[src/rtl/pc_ctrl_pkg.sv]
// Shared encodings for the program-counter control unit and the decoder.
package pc_ctrl_pkg;

    typedef enum logic [1:0] {
        ST_RUN  = 2'd0,
        ST_HALT = 2'd1,
        ST_TRAP = 2'd2
    } pc_state_e;

    // Decoder debug codes (2'b11 is reserved and treated as none)
    localparam logic [1:0] DBG_NONE    = 2'b00;
    localparam logic [1:0] DBG_BREAK   = 2'b01;
    localparam logic [1:0] DBG_ILLEGAL = 2'b10;

    // Trap causes reported on trap_cause
    localparam logic [1:0] CAUSE_NONE     = 2'b00;
    localparam logic [1:0] CAUSE_ILLEGAL  = 2'b01;
    localparam logic [1:0] CAUSE_MISALIGN = 2'b10;

endpackage

[src/rtl/retire_counter.sv]
// Free-running event counter; wraps silently modulo 2^CNT_W.
module retire_counter #(
    parameter int CNT_W = 32
) (
    input  logic             clk,
    input  logic             reset,
    input  logic             inc,
    output logic [CNT_W-1:0] count
);

    logic [CNT_W-1:0] count_q;

    // Count one per cycle with inc high; reset clears to zero
    always_ff @(posedge clk) begin
        if (reset) begin
            count_q <= '0;
        end else if (inc) begin
            count_q <= count_q + CNT_W'(1);
        end
    end

    assign count = count_q;

endmodule

[src/rtl/pc_control_unit.sv]
// Program counter with stall, checked redirect, run/halt/trap control and a
// retired-instruction counter. Every output comes from registered state.
module pc_control_unit
    import pc_ctrl_pkg::*;
#(
    parameter int                XLEN         = 32,
    parameter logic [XLEN-1:0]   RESET_VECTOR = '0,
    parameter int                STEP         = 4,
    parameter int                CNT_W        = 32
) (
    input  logic             clk,
    input  logic             reset,
    input  logic             stall,
    input  logic             redirect_valid,
    input  logic [XLEN-1:0]  redirect_target,
    input  logic [1:0]       debug,
    input  logic             resume,
    output logic [XLEN-1:0]  pc_address,
    output logic             running,
    output logic             halted,
    output logic             trapped,
    output logic [1:0]       trap_cause,
    output logic [CNT_W-1:0] retired_count
);

    // STEP is a power of two, so the low bits select misalignment
    localparam logic [XLEN-1:0] STEP_X     = XLEN'(STEP);
    localparam logic [XLEN-1:0] ALIGN_MASK = XLEN'(STEP - 1);

    pc_state_e       state_q, state_d;
    logic [XLEN-1:0] pc_q, pc_d;
    logic [1:0]      cause_q, cause_d;
    logic            retire;
    logic            misaligned;

    assign misaligned = (redirect_target & ALIGN_MASK) != '0;

    // Next state, next pc and retire strobe; priority debug > stall > redirect
    always_comb begin
        state_d = state_q;
        pc_d    = pc_q;
        cause_d = cause_q;
        retire  = 1'b0;
        case (state_q)
            ST_RUN: begin
                if (debug == DBG_BREAK) begin
                    state_d = ST_HALT;
                end else if (debug == DBG_ILLEGAL) begin
                    state_d = ST_TRAP;
                    cause_d = CAUSE_ILLEGAL;
                end else if (stall) begin
                    // hold; a stalled redirect is re-presented by its producer
                    state_d = ST_RUN;
                end else if (redirect_valid && misaligned) begin
                    state_d = ST_TRAP;
                    cause_d = CAUSE_MISALIGN;
                end else if (redirect_valid) begin
                    pc_d   = redirect_target;
                    retire = 1'b1;
                end else begin
                    pc_d   = pc_q + STEP_X;
                    retire = 1'b1;
                end
            end
            ST_HALT: begin
                // the breakpoint instruction completes and is skipped on resume
                if (resume) begin
                    state_d = ST_RUN;
                    pc_d    = pc_q + STEP_X;
                    retire  = 1'b1;
                end
            end
            default: begin
                // trap is absorbing until reset
                state_d = state_q;
            end
        endcase
    end

    // State, pc and cause registers with synchronous reset
    always_ff @(posedge clk) begin
        if (reset) begin
            state_q <= ST_RUN;
            pc_q    <= RESET_VECTOR;
            cause_q <= CAUSE_NONE;
        end else begin
            state_q <= state_d;
            pc_q    <= pc_d;
            cause_q <= cause_d;
        end
    end

    retire_counter #(
        .CNT_W (CNT_W)
    ) u_retire_counter (
        .clk   (clk),
        .reset (reset),
        .inc   (retire),
        .count (retired_count)
    );

    assign pc_address = pc_q;
    assign running    = (state_q == ST_RUN);
    assign halted     = (state_q == ST_HALT);
    assign trapped    = (state_q == ST_TRAP);
    assign trap_cause = cause_q;

endmodule

[config.mk]
export PLATFORM = sky130hd
export DESIGN_NAME = pc_control_unit
export DESIGN_NICKNAME = d
export VERILOG_FILES = /design/src/rtl/pc_ctrl_pkg.sv /design/src/rtl/retire_counter.sv /design/src/rtl/pc_control_unit.sv
export SDC_FILE = /design/constraint.sdc
export NUM_CORES = 1
export LEC_CHECK = 0
export ABC_AREA = 1
export CAP_MARGIN = 5
export CORE_ASPECT_RATIO = 0.75
export CORE_UTILIZATION = 41
export CTS_CLUSTER_DIAMETER = 120
export DETAILED_ROUTE_END_ITERATION = 6
export PLACE_DENSITY = 0.68
export SLEW_MARGIN = 30
export SYNTH_ARGS = -nofsm -noshare
export SYNTH_HDL_FRONTEND = slang
export SYNTH_SLANG_ARGS = --single-unit
[constraint.sdc]
create_clock -name clk -period 2.3 [get_ports clk]
set_input_delay 0.345 -clock clk [delete_from_list [all_inputs] [get_ports clk]]
set_output_delay 0.345 -clock clk [all_outputs]
set_load 0.03 [all_outputs]
==> run metrics <==
outcome=completed; number of warnings reported in the yosys synthesis log=0; final clock period utilization by the worst path=between 80 and 90%; clock period minus worst slack=approximately 2.1 ns; pre-CTS setup slack=-0.07346 ns; buffer cell driving the clock tree root=sky130_fd_sc_hd__clkbuf_16; layout-stage area growth over the synthesis result=35.13%; commonest non-fill, non-tap cell in the layout=sky130_fd_sc_hd__nand2_1; Min Hold Slack=between 0.4 and 0.5 ns; Longest Clk Path Bufs=2; final number of max-transition violations=0; flip-flop and latch count after synthesis=a little under 70; per-cell via count in the routed design=between 5 and 6; Power Dens Cells=~690 nW/um^2; full die area=between 10000 and 15000 um^2; post-CTS setup buffer count=0; count of placed standard cells including taps=about 970; TritonCTS clock tree=built; antenna violations before repair=0; clock latency at the later pin of the worst-skew pair=approximately 0.33 ns; count of fill cells added during filler insertion=between 1000 and 1500; number of placement rows=32; category of the worst setup path capture point=register; fin cells=around 980; gp weighted congestion=slightly above 0.9; share of layout cells above drive strength 1=5.089%; DR DRC count=0; core area=10290 um^2; die width=~120 um; Synth Cell Area=4334 um^2; Iteration-0 DRC Markers=approximately 530; First-pass DRT Iterations=5; NumNets Final=about 900; largest area contributor in the synthesized netlist=sky130_fd_sc_hd__dfxtp_1; number of cells upsized or downsized after cts=0; final worst slack=roughly 0.24 ns; sequential cell area=about 1400 um^2; post-synth cell types=30; arrival time reported for the critical path endpoint=2.28 ns; routed wire length=between 10000 and 15000 um; unrepaired setup endpoints after global routing=no; Clock Skews=0.007338 ns; routed wire length per instance=~14 um; Leak=about 2.1 nW; Worst Path Required=2.52 ns; overall global routing resource usage=between 20% and 30%; cts hold-fix bufs=0; wire length of the first global-routing pass=~22000 um; top post-synthesis cells by area=sky130_fd_sc_hd__dfxtp_1 (31%), sky130_fd_sc_hd__nand2_1 (19%), sky130_fd_sc_hd__nor2_1 (14%), sky130_fd_sc_hd__nand3_1 (5.9%), sky130_fd_sc_hd__inv_1 (5.8%); Post-Syn Area per Cell=just under 6 um^2; EDFF count, synth=0; via count of the routed design=5035; Hold Crit Class=register to register; pin count of the biggest net entering global routing=44; antenna fix cells=0; Synth Flop Type=sky130_fd_sc_hd__dfxtp_1; worst-path fanout max=43; effective utilization at floorplan=between 40% and 50%; Num CTS Buffers=9; Routed Antenna Nets=0; fraction of post-synthesis cell area in the top cell type by area=between 30% and 40%; Slew headroom=between 50 and 60%; sequential share of the synthesized area=31.41%; cell count after synthesis=737; max-cap viol count=0; Final setup violation count=0; classification of the worst setup path=input port to register; post-layout util=roughly 57%; number of hold violations in the final report=0; commonest non-fill, non-tap cells in the layout=sky130_fd_sc_hd__nand2_1 (220), sky130_fd_sc_hd__nor2_1 (163), sky130_fd_sc_hd__clkdlybuf4s50_1 (106); area taken by multi-input logic gates=roughly 2600 um^2; post-synth net total=780; Top-Level Pins=roughly 110; Die Ht=roughly 91 um; vias in the first global route=4531; share of async-settable or async-resettable flops after synthesis=0%; Worst Tran Pin Value=0.7462 ns; number of H-tree branching levels=3; CP Launch Type=input port; count of buffers inserted at the top-level ports=107; worst vdd ir=about 420 uV; overflow left after global routing=0; achievable clock frequency=between 400 and 500 MHz; HPWL after detailed placement=~9900 um; Clock transition at path regs=about 0.050 ns; clock sink total=slightly below 70
where the power goes:
group	switching (mW)	leakage, nW	internal (mW)
Combinational	0.614	1.34	0.392
Sequential	0.126	0.552	1.26
Clock	0.519	0.173	1.12
Total	1.26	2.06	2.77
stage by stage:
stage	power (mW)	setup TNS [ns]	instance area, um^2
finish	4.031	0	5857
global placement	2.387	0	5505
global route	4.205	0	5857
detailed placement	2.410	-0.3424	5505
floorplan	2.061	0	4334
CTS	4.049	0	5857
critical path, stage by stage:
cell	delay, ns
sky130_fd_sc_hd__clkdlybuf4s50_1	0.49
sky130_fd_sc_hd__ha_1	0.19
sky130_fd_sc_hd__nor2_1	0.06
sky130_fd_sc_hd__a21oi_2	0.24
sky130_fd_sc_hd__nor2_8	0.08
sky130_fd_sc_hd__inv_2	0.53
sky130_fd_sc_hd__nor2_1	0.09
sky130_fd_sc_hd__o21ai_0	0.17
sky130_fd_sc_hd__nor2_1	0.05
routing by layer:
metal / vias up / part of all wire [%] / track usage, %
li1: 2528 / - / -
met1: 2269 / 49 / 36.87
met2: 221 / 41 / 36.25
met3: 17 / 9.0 / 6.219
met4: 0 / 1.1 / 5.144
met5: - / 0 / 0
final timing paths:
kind / depth (start not counted) / endpoint / slack (ns) / from
setup / recovery: 9 / u_retire_counter.count[10] / 0.24 / debug[1]
hold / removal: 2 / pc_address[1] / 0.45 / pc_address[1]
setup reg to reg: 8 / u_retire_counter.count[24] / 0.30 / u_retire_counter.count[0]
hold reg to reg: 2 / pc_address[1] / 0.45 / pc_address[1]
sequential cells by signal, indices dropped and copies added, names as in the netlist:
register	flops
pc_address	32
u_retire_counter.count	32
state_q	2
trap_cause	2
area by class of cell:
cell class	instances	area share, %
clock buffers	12	4.379
multi-input cells	576	43.92
flip-flops and latches	68	23.24
inverters	70	4.486
clock inverters	4	1.624
well taps	136	2.905
repair buffers	115	19.44
cell usage after synthesis (4+ instances only):
cell and number:
sky130_fd_sc_hd__nor3_1 8, sky130_fd_sc_hd__ha_1 4, sky130_fd_sc_hd__o211ai_1 5, sky130_fd_sc_hd__inv_1 67, sky130_fd_sc_hd__nand3_1 51, sky130_fd_sc_hd__o21ai_0 28
sky130_fd_sc_hd__nand2_1 220, sky130_fd_sc_hd__clkbuf_1 7, sky130_fd_sc_hd__nor2_1 163, sky130_fd_sc_hd__nand4_1 8, sky130_fd_sc_hd__buf_4 5, sky130_fd_sc_hd__xor2_1 7
sky130_fd_sc_hd__dfxtp_1 68, sky130_fd_sc_hd__a21oi_1 50, sky130_fd_sc_hd__nand3b_1 7, sky130_fd_sc_hd__nand2_2 4, sky130_fd_sc_hd__buf_2 8, sky130_fd_sc_hd__nor2_2 7
cells by family after synthesis:
kind of cell / count (synthesis) / share of synthesized area, %
AO/OA/AOI/OAI: 88 / 10.74
adder cells (fa/ha/maj): 4 / 1.155
XOR/XNOR: 8 / 1.617
flip-flops: 68 / 31.41
buffers and inverters: 93 / 9.238
AND/OR/NAND/NOR: 476 / 45.84
No activity file was read; power rests on OpenSTA's default activity.
